--- config.mk ---
export PLATFORM = sky130hd
export DESIGN_NAME = div_ctrl_flat
export DESIGN_NICKNAME = d
export VERILOG_FILES = /design/src/rtl/div_ctrl_pkg.sv /design/src/rtl/div_ctrl_if.sv /design/src/rtl/div_step.sv /design/src/rtl/div_ctrl.sv /design/src/flat_wrapper.sv
export SDC_FILE = /design/constraint.sdc
export NUM_CORES = 1
export LEC_CHECK = 0
export CAP_MARGIN = 20
export CORE_ASPECT_RATIO = 0.9
export CORE_UTILIZATION = 35
export CTS_BUF_LIST = sky130_fd_sc_hd__clkbuf_2 sky130_fd_sc_hd__clkbuf_4 sky130_fd_sc_hd__clkbuf_8
export DETAILED_ROUTE_END_ITERATION = 7
export PLACE_DENSITY = 0.54
export SYNTH_ARGS = -nofsm -noshare
export SYNTH_HDL_FRONTEND = slang
export SYNTH_SLANG_ARGS = --single-unit
--- constraint.sdc ---
create_clock -name clk -period 3.1 [get_ports clk]
set_clock_uncertainty 0.1 [all_clocks]
set_input_delay 0.775 -clock clk [delete_from_list [all_inputs] [get_ports clk]]
set_output_delay 0.775 -clock clk [all_outputs]
set_load 0.005 [all_outputs]
--- src/rtl/div_ctrl_pkg.sv ---
// div_ctrl_pkg: constants, state encoding and helpers shared by the
// divide controller, its datapath step and the testbench.
//   div_state_e       : 2-bit sequencer state (DivFree/DivByZero/DivOn/DivEnd)
//   DivStart/DivStop  : levels of the start request
//   DivResultReady/NotReady : levels of the ready flag
//   abs_val / neg_if  : two's-complement magnitude and conditional negate
package div_ctrl_pkg;

    typedef enum logic [1:0] {
        DivFree   = 2'b00,
        DivByZero = 2'b01,
        DivOn     = 2'b10,
        DivEnd    = 2'b11
    } div_state_e;

    localparam logic DivStart          = 1'b1;
    localparam logic DivStop           = 1'b0;
    localparam logic DivResultReady    = 1'b1;
    localparam logic DivResultNotReady = 1'b0;

    localparam int CntWidth = 6;

    // Magnitude of a 32-bit operand; only signed operands with bit 31 set
    // are negated, so DIVU treats every value as already positive.
    function automatic logic [31:0] abs_val(input logic [31:0] v, input logic is_signed);
        return (is_signed && v[31]) ? (~v + 32'd1) : v;
    endfunction

    function automatic logic [31:0] neg_if(input logic [31:0] v, input logic do_neg);
        return do_neg ? (~v + 32'd1) : v;
    endfunction

endpackage

--- src/rtl/div_ctrl_if.sv ---
// div_ctrl_if: request/result bundle between the EX stage and the divider.
//   start_i, signed_div_i, opdata1_i, opdata2_i, annul_i : EX -> divider
//   result_o {remainder, quotient}, ready_o, busy_o      : divider -> EX
//   master : EX-stage view    slave : divider view
interface div_ctrl_if;
    logic        start_i;
    logic        signed_div_i;
    logic [31:0] opdata1_i;
    logic [31:0] opdata2_i;
    logic        annul_i;
    logic [63:0] result_o;
    logic        ready_o;
    logic        busy_o;

    modport master (
        output start_i, signed_div_i, opdata1_i, opdata2_i, annul_i,
        input  result_o, ready_o, busy_o
    );

    modport slave (
        input  start_i, signed_div_i, opdata1_i, opdata2_i, annul_i,
        output result_o, ready_o, busy_o
    );
endinterface

--- src/rtl/div_step.sv ---
// div_step: one restoring-division iteration, purely combinational.
//   work_i    : 65-bit work register {partial remainder, dividend/quotient, 0}
//   divisor_i : 32-bit divisor magnitude
//   work_o    : work register after this step
module div_step (
    input  logic [64:0] work_i,
    input  logic [31:0] divisor_i,
    output logic [64:0] work_o
);

    logic [32:0] trial;
    logic        unused_msb;

    // Bit 64 is shifted out every step; it only matters when the final
    // remainder is read from work[64:33].
    assign unused_msb = work_i[64];

    assign trial = {1'b0, work_i[63:32]} - {1'b0, divisor_i};

    // A borrow (trial[32]) means the divisor did not fit: keep the partial
    // remainder and shift in a 0 quotient bit; otherwise commit the
    // difference and shift in a 1.
    assign work_o = trial[32] ? {work_i[63:0], 1'b0}
                              : {trial[31:0], work_i[31:0], 1'b1};

endmodule

--- src/rtl/div_ctrl.sv ---
// div_ctrl: multi-cycle DIV/DIVU sequencer for the EX stage.
//   clk       : clock
//   rst       : synchronous active-low reset
//   bus       : div_ctrl_if.slave (start/operands/annul in, result/ready/busy out)
// Operands are captured as magnitudes in IDLE, DIV_STEPS restoring steps
// run in ON, and the sign correction is applied when the result is
// registered. A zero divisor short-circuits to a zero result.
module div_ctrl
    import div_ctrl_pkg::*;
#(
    parameter int DIV_STEPS = 32
) (
    input  logic        clk,
    input  logic        rst,
    div_ctrl_if.slave   bus
);

    localparam logic [CntWidth-1:0] LastCnt = CntWidth'(DIV_STEPS);

    div_state_e          state_q,   state_d;
    logic [CntWidth-1:0] cnt_q,     cnt_d;
    logic [64:0]         work_q,    work_d;
    logic [31:0]         divisor_q, divisor_d;
    logic                sign1_q,   sign1_d;
    logic                sign2_q,   sign2_d;
    logic                signed_q,  signed_d;
    logic [63:0]         result_q,  result_d;
    logic                ready_q,   ready_d;
    logic [64:0]         work_step;

    div_step u_step (
        .work_i    (work_q),
        .divisor_i (divisor_q),
        .work_o    (work_step)
    );

    always_comb begin
        // NOTE: every variable gets its hold value first so no path through
        // the case leaves it unassigned, which would infer a latch.
        state_d   = state_q;
        cnt_d     = cnt_q;
        work_d    = work_q;
        divisor_d = divisor_q;
        sign1_d   = sign1_q;
        sign2_d   = sign2_q;
        signed_d  = signed_q;
        result_d  = result_q;
        ready_d   = ready_q;

        case (state_q)
            DivFree: begin
                if (bus.start_i == DivStart && !bus.annul_i) begin
                    if (bus.opdata2_i == 32'd0) begin
                        state_d = DivByZero;
                    end else begin
                        state_d   = DivOn;
                        cnt_d     = '0;
                        divisor_d = abs_val(bus.opdata2_i, bus.signed_div_i);
                        sign1_d   = bus.opdata1_i[31];
                        sign2_d   = bus.opdata2_i[31];
                        signed_d  = bus.signed_div_i;
                        work_d    = {32'd0, abs_val(bus.opdata1_i, bus.signed_div_i), 1'b0};
                    end
                end
            end

            DivByZero: begin
                if (bus.annul_i) begin
                    state_d = DivFree;
                end else begin
                    result_d = '0;
                    ready_d  = DivResultReady;
                    state_d  = DivEnd;
                end
            end

            DivOn: begin
                if (bus.annul_i) begin
                    state_d = DivFree;
                    work_d  = '0;
                end else if (cnt_q != LastCnt) begin
                    work_d = work_step;
                    cnt_d  = cnt_q + 1'b1;
                end else begin
                    // Remainder takes the dividend's sign; quotient is
                    // negative only when the operand signs differ.
                    result_d = {neg_if(work_q[64:33], signed_q && sign1_q),
                                neg_if(work_q[31:0],  signed_q && (sign1_q ^ sign2_q))};
                    ready_d  = DivResultReady;
                    state_d  = DivEnd;
                end
            end

            DivEnd: begin
                // Annul is deliberately ignored here: the result is final.
                if (bus.start_i == DivStop) begin
                    state_d  = DivFree;
                    ready_d  = DivResultNotReady;
                    result_d = '0;
                end
            end

            default: state_d = DivFree;
        endcase
    end

    always_ff @(posedge clk) begin
        // NOTE: non-blocking assignments so every flop samples the values
        // from before this edge, independent of statement order.
        if (!rst) begin
            state_q   <= DivFree;
            cnt_q     <= '0;
            work_q    <= '0;
            divisor_q <= '0;
            sign1_q   <= 1'b0;
            sign2_q   <= 1'b0;
            signed_q  <= 1'b0;
            result_q  <= '0;
            ready_q   <= DivResultNotReady;
        end else begin
            state_q   <= state_d;
            cnt_q     <= cnt_d;
            work_q    <= work_d;
            divisor_q <= divisor_d;
            sign1_q   <= sign1_d;
            sign2_q   <= sign2_d;
            signed_q  <= signed_d;
            result_q  <= result_d;
            ready_q   <= ready_d;
        end
    end

    assign bus.result_o = result_q;
    assign bus.ready_o  = ready_q;
    assign bus.busy_o   = (state_q != DivFree);

endmodule

--- src/flat_wrapper.sv ---
// flat-port wrapper written by rule: the top's interface ports become plain ports
module div_ctrl_flat import div_ctrl_pkg::*;
#(
    parameter int DIV_STEPS = 32
)
  (clk, rst, bus_start_i, bus_signed_div_i, bus_opdata1_i, bus_opdata2_i, bus_annul_i, bus_result_o, bus_ready_o, bus_busy_o);
  div_ctrl_if bus_i ();
  input  logic clk;
  input  logic rst;
  input wire logic [$bits(bus_i.start_i)-1:0] bus_start_i;
  input wire logic [$bits(bus_i.signed_div_i)-1:0] bus_signed_div_i;
  input wire logic [$bits(bus_i.opdata1_i)-1:0] bus_opdata1_i;
  input wire logic [$bits(bus_i.opdata2_i)-1:0] bus_opdata2_i;
  input wire logic [$bits(bus_i.annul_i)-1:0] bus_annul_i;
  output wire logic [$bits(bus_i.result_o)-1:0] bus_result_o;
  output wire logic [$bits(bus_i.ready_o)-1:0] bus_ready_o;
  output wire logic [$bits(bus_i.busy_o)-1:0] bus_busy_o;
  assign bus_i.start_i = bus_start_i;
  assign bus_i.signed_div_i = bus_signed_div_i;
  assign bus_i.opdata1_i = bus_opdata1_i;
  assign bus_i.opdata2_i = bus_opdata2_i;
  assign bus_i.annul_i = bus_annul_i;
  assign bus_result_o = bus_i.result_o;
  assign bus_ready_o = bus_i.ready_o;
  assign bus_busy_o = bus_i.busy_o;
  div_ctrl #(.DIV_STEPS(DIV_STEPS)) u_core (.clk(clk), .rst(rst), .bus(bus_i));
endmodule
After elaboration in Yosys (flattened, before gate mapping)
Cells that the tools add are included.
- mux-type cells: 32
- bitwise gates (word level): 6
- add/subtract/negate cells: 6
- eq/ne operators: 13
- reduce and logical (&&, ||, !) cells: 16
- operators with widths (cell ; number):
    65-bit 2-to-1 mux ; 5
    64-bit 2-to-1 mux ; 4
    64-bit case mux with 3 select lines ; 1
    65-bit case mux with 2 select lines ; 1
    32-bit by 1-bit adder with 32-bit output (second input constant) ; 4
    32-bit 2-to-1 mux ; 4
    32-bit inverter ; 4
    32-bit by 32-bit subtractor with 33-bit output ; 1
    32-bit zero test ; 1
    6-bit 2-to-1 mux ; 4
    2-bit 2-to-1 mux ; 6
    6-bit case mux with 2 select lines ; 1
    2-bit != test (second input constant) ; 5
    5-bit AND reduction ; 2
    2-bit case mux with 4 select lines ; 1
    6-bit by 1-bit adder with 6-bit output (second input constant) ; 1
    6-bit != test (second input constant) ; 1
    3-bit AND reduction ; 2
    1-bit logical AND ; 5
    2-bit equality test (second input constant) ; 2
    1-bit 2-to-1 mux ; 4
    2-bit by 1-bit != test with 1-bit output (second input constant) ; 2
    4-bit AND reduction ; 1
    2-bit nonzero test ; 2
    9 further kinds ; 9
- output and inout bits: 66
- logic and storage cells: 82
- bits of input ports: 69
- flip-flop bits (word level): 173

Longest topological paths before layout
- word-level depth: 6
- mapped depth: 13
- mapped depth without buffers: 11

Hierarchy
A second synthesis with hierarchy kept.
- cells, all modules: 1537
- area total of the unflattened synthesis: 11876.4 um2
- modules (own cells, without submodules) (module ; cells each ; instances ; seq. area each (um2) ; area an instance (um2)):
    div_ctrl ; 1149 ; 1 ; 3463.3 ; 9414.0
    div_step ; 388 ; 1 ; 0.0 ; 2462.4

Worst setup path after synthesis
Ideal clock, no wire load.
- path type: input to register
- start: input port bus_opdata2_i[9]
- end: register u_core.work_q[56]
- cell stages on the path: 11
- required time: 2.872 ns
- setup time: 0.128 ns
- arrival: 3.073 ns
- path buffers: 3
- path slack: -0.201 ns
- cells stage by stage: or4_1 -> or3_1 -> nor4_4 -> a41oi_2 -> nor2b_1 -> buf_6 -> and3_4 -> buf_6 -> buf_6 -> a32oi_1 -> o31ai_1
- longest elaborated chain between the ends: 3
- ends and longest elaborated chain (what ; RTL line ; RTL):
    start, declared ; flat_wrapper.sv:13 ; input wire logic [$bits(bus_i.opdata2_i)-1:0] bus_opdata2_i;
    32-bit zero test ; div_ctrl.sv:53 ; if (bus.opdata2_i == 32'd0) begin
    2-bit != test (no source line) ; -- ;
    4-bit AND reduction (no source line) ; -- ;
    end signal, assigned ; div_ctrl.sv:123 ; work_q <= work_d;
    end, declared ; div_ctrl.sv:22 ; logic [64:0] work_q, work_d;
No other way between the ends.
A chain may end at the register's enable or synchronous reset.

Final worst setup path
- start: input port bus_opdata1_i[3]
- end: register u_core.work_q[29]
- longest elaborated chain between the ends: 6
- ends and longest elaborated chain (what ; RTL line ; RTL):
    start, declared ; flat_wrapper.sv:12 ; input wire logic [$bits(bus_i.opdata1_i)-1:0] bus_opdata1_i;
    32-bit inverter ; div_ctrl_pkg.sv:26 ; return (is_signed && v[31]) ? (~v + 32'd1) : v;
    32-bit by 1-bit adder with 32-bit output ; div_ctrl_pkg.sv:26 ;
    32-bit 2-to-1 mux ; div_ctrl_pkg.sv:26 ;
    65-bit 2-to-1 mux ; div_ctrl.sv:53 ;
    65-bit 2-to-1 mux ; div_ctrl.sv:52 ; if (bus.start_i == DivStart && !bus.annul_i) begin
    65-bit case mux with 2 select lines ; div_ctrl.sv:50 ; case (state_q)
No other way between the ends. The select of a mux whose other input is x is not followed.

==> flow_metrics.env <==
export IMPL_outcome="completed"
export IMPL_grt_antenna_before_repair=0
export IMPL_root_buffer="clkbuf_8"
export IMPL_r2r_slack_ns=0.17
export IMPL_power_mw=8.83
export IMPL_die_area_mm2=0.0330
export IMPL_synth_most_common_cell="dfxtp_1"
export IMPL_grt_start_max_net_pins=48
export IMPL_startpoint_type="input pin"
export IMPL_synth_top_area_share_pct=30.6
export IMPL_r2r_start="u_core.work_q[32]"
export IMPL_io_pins=135
export IMPL_cap_violations=0
export IMPL_path_max_fanout=4
export IMPL_synth_warnings=0
export IMPL_ys_seq_elements=173
export IMPL_finalSetupViolCount=0
export IMPL_dp_cells=2062
export IMPL_core_rowCount=62
export IMPL_totalWireLength_um=35000
export IMPL_ys_async_sr_fraction_pct=0
export IMPL_min_path_type="reg -> reg"
export IMPL_drive_above_1_share_pct=14.9
export IMPL_gp_congestion=0.897
export IMPL_finalNonFillerCells=2106
export IMPL_min_period_ns=3.03
export IMPL_dp_slack_ns=-0.672
export IMPL_hold_viol_final=0
export IMPL_syn_nets=1548
export IMPL_hold_ws_ns=0.361
export IMPL_netlist_area_mm2=0.0113
export IMPL_cts_tree="done"
export IMPL_vias=11000
export IMPL_dp_hpwl_um=26800
export IMPL_clock_latency_ns=0.46
export IMPL_clkTransAtPathRegs_ns=0.10
export IMPL_ctsLongestPathBuffers=2
export IMPL_finalMaxSlewViolations=0
export IMPL_cp_end_kind="flip-flop"
export IMPL_viasPerCell=5.22
export IMPL_grt_pass1_vias=9969
export IMPL_ys_top_cells_by_area="dfxtp_1 (31%), xor2_1 (5.9%), xnor2_1 (5.7%)"
export IMPL_htreeDepth=4
export IMPL_fmax_ghz=0.330
export IMPL_synth_xor_xnor_area_share_pct=11.6
export IMPL_final_period_utilization_pct=97.8
export IMPL_core_mm2=0.0319
export IMPL_die_h_um=173
export IMPL_die_w_um=192
export IMPL_max_slew_worst_pin_slew_ns=0.908
export IMPL_grt_util_all_layers_pct=21.1
export IMPL_synth_top_family_by_area="compound AO/OA/AOI/OAI gates"
export IMPL_crit_arrival_ns=3.29
export IMPL_synth_compound_area_share_pct=24.9
export IMPL_ys_seq_area_share_pct=30.6
export IMPL_reg2reg_depth=13
export IMPL_setup_ws_ns=0.0682
export IMPL_firstDrtPassIters=5
export IMPL_slew_headroom_pct=39.5
export IMPL_drtIter0Drc=770
export IMPL_p_leak_nw=6.30
export IMPL_synthCells=1435
export IMPL_powerDensity_mw_per_mm2=592
export IMPL_synth_adder_area_share_pct=4.93
export IMPL_ctsHoldBuffers=0
export IMPL_start_util_pct=35.5
export IMPL_wire_per_inst_um=16.6
export IMPL_synth_edf_count=0
export IMPL_hold_end="u_core.bus.result_o[26]"
export IMPL_synth_cell_types=64
export IMPL_grt_overflow_total=0
export IMPL_n_antenna_cell=0
export IMPL_synthTopCellsByCount="dfxtp_1 (173), nand2_1 (147), o21ai_0 (95)"
export IMPL_synthMuxAreaShare_pct=0.973
export IMPL_worst_hold_path_num_cells=2
export IMPL_synth_simple_area_share_pct=21.5
export IMPL_nNetsFinal=1792
export IMPL_worst_setup_path_type="in -> reg"
export IMPL_io_buffers=134
export IMPL_syn_to_final_growth_pct=31.8
export IMPL_fillers=3190
export IMPL_drc=0
export IMPL_postPlaceCellArea_mm2=0.0142
export IMPL_synth_top_area_cell="dfxtp_1"
export IMPL_cts_buffers_inserted=17
export IMPL_drt_antenna_violating_nets=0
export IMPL_required_ns=3.35
export IMPL_synth_avg_cell_area_um2=7.88
export IMPL_ys_flop_type="dfxtp_1"
export IMPL_final_area_mm2=0.0149
export IMPL_rsz0062_at_grt="false"
export IMPL_r2r_end="u_core.work_q[42]"
export IMPL_worstHoldStart="u_core.bus.result_o[26]"
export IMPL_ir_drop_v=0.000327
export IMPL_grt_pass1_wl_um=55700
export IMPL_clkSinkCount=173
[cell usage in the layout, fill, tap and decap left out, drive strengths merged, types with 5 or more instances in the layout]
cell type | synthesis | layout
nand3b | 6 | 6
nand4 | 9 | 9
a221o | 7 | 7
o41ai | 10 | 10
or4 | 13 | 13
mux2i | 11 | 11
dlygate4sd2 | 0 | 6
a21boi | 11 | 11
nor4 | 22 | 22
a221oi | 5 | 5
nor2b | 56 | 56
nand2b | 9 | 9
a22oi | 48 | 48
ha | 43 | 43
a32oi | 10 | 10
nor2 | 74 | 74
clkbuf | 80 | 20
o21a | 6 | 6
o211ai | 13 | 13
dlymetal6s2s | 0 | 6
nor3 | 27 | 27
nand3 | 76 | 76
and3 | 5 | 8
a21o | 16 | 16
buf | 11 | 179
clkdlybuf4s50 | 0 | 119
a31oi | 11 | 11
o211a | 40 | 40
dfxtp | 173 | 173
or3 | 10 | 10
nand2 | 147 | 147
and2 | 15 | 15
inv | 68 | 72
o31ai | 19 | 19
a21oi | 92 | 92
o21ai | 104 | 104
xor2 | 76 | 76
xnor2 | 74 | 74
[routing by layer]
layer  vias up  global-route usage (%)  share of wire (%)
met1      5066                    35.2                 55
met5         -                       0                  0
li1       5628                       -                  -
met3        11                    2.78                5.0
met4         0                    3.64               0.61
met2       285                    28.0                 39
[worst max-delay path by stage]
stage                            startpoint                 to
final                      bus_opdata1_i[3]  u_core.work_q[29]
after global placement    bus_opdata2_i[19]  u_core.work_q[44]
after detailed placement  bus_opdata2_i[19]  u_core.work_q[44]
after global routing       bus_opdata2_i[9]  u_core.work_q[63]
after floorplan            bus_opdata2_i[9]  u_core.work_q[56]
after CTS                 bus_opdata2_i[20]  u_core.work_q[44]
[worst max-delay path: stages]
cell	delay, ns
clkdlybuf4s50_1	0.42
or4_4	0.43
or4_4	0.58
nor4_4	0.26
a41oi_2	0.21
xor2_1	0.20
a221o_1	0.29
o211a_1	0.12
[cell type report]
class | instances | area [um^2] | share of cell area, %
inverter | 68 | 255 | 1.71
tap | 416 | 520 | 3.49
clock buffer | 17 | 234 | 1.57
clock inverter | 13 | 165 | 1.11
sequential | 173 | 3460 | 23.2
timing repair buffer | 313 | 2840 | 19.0
multi-input combinational | 1106 | 7430 | 49.8
[metrics by stage]
| stage | util, % | TNS [ns] |
|---|---|---|
| final | 46.8 | 0 |
| after floorplan | - | -3.38 |
| after detailed placement | 44.6 | -51.45 |
| after global placement | 44.6 | -48.86 |
| after CTS | 46.1 | 0 |
| after global routing | 46.8 | 0 |
[flip-flops by register name (all words and copies together), names as in the netlist]
register / cells
u_core.divisor_q: 32
u_core.cnt_q: 6
u_core.bus.result_o: 64
u_core.sign1_q: 1
u_core.state_q: 2
u_core.work_q: 65
u_core.bus.ready_o: 1
u_core.signed_q: 1
u_core.sign2_q: 1
[power breakdown]
group | internal, mW | total (mW) | switching (mW)
logic | 1.79 | 4.23 | 2.44
registers | 2.53 | 2.91 | 0.386
clock network | 0.797 | 1.69 | 0.893
total | 5.11 | 8.83 | 3.72
[repair_timing]
item / CTS / global route
gates resized for setup: 19 / 28
setup buffers: 0 / 10
gates cloned: 3 / 1
setup endpoints to repair: 56 / 65
hold endpoints to repair: 0 / 0
pin swaps: 8 / 18
[logic make-up (layout without fill, tap and decap cells)]
logic type | after synthesis | in the layout
AOI/OAI and AO/OA | 417 | 417
adders and majority gates | 44 | 44
xor gates and xnor gates | 150 | 150
buffers and inverters | 159 | 411
and+or+nand+nor | 481 | 484
DFF | 173 | 173
muxes | 11 | 11
No activity file was read; power rests on OpenSTA's default activity.
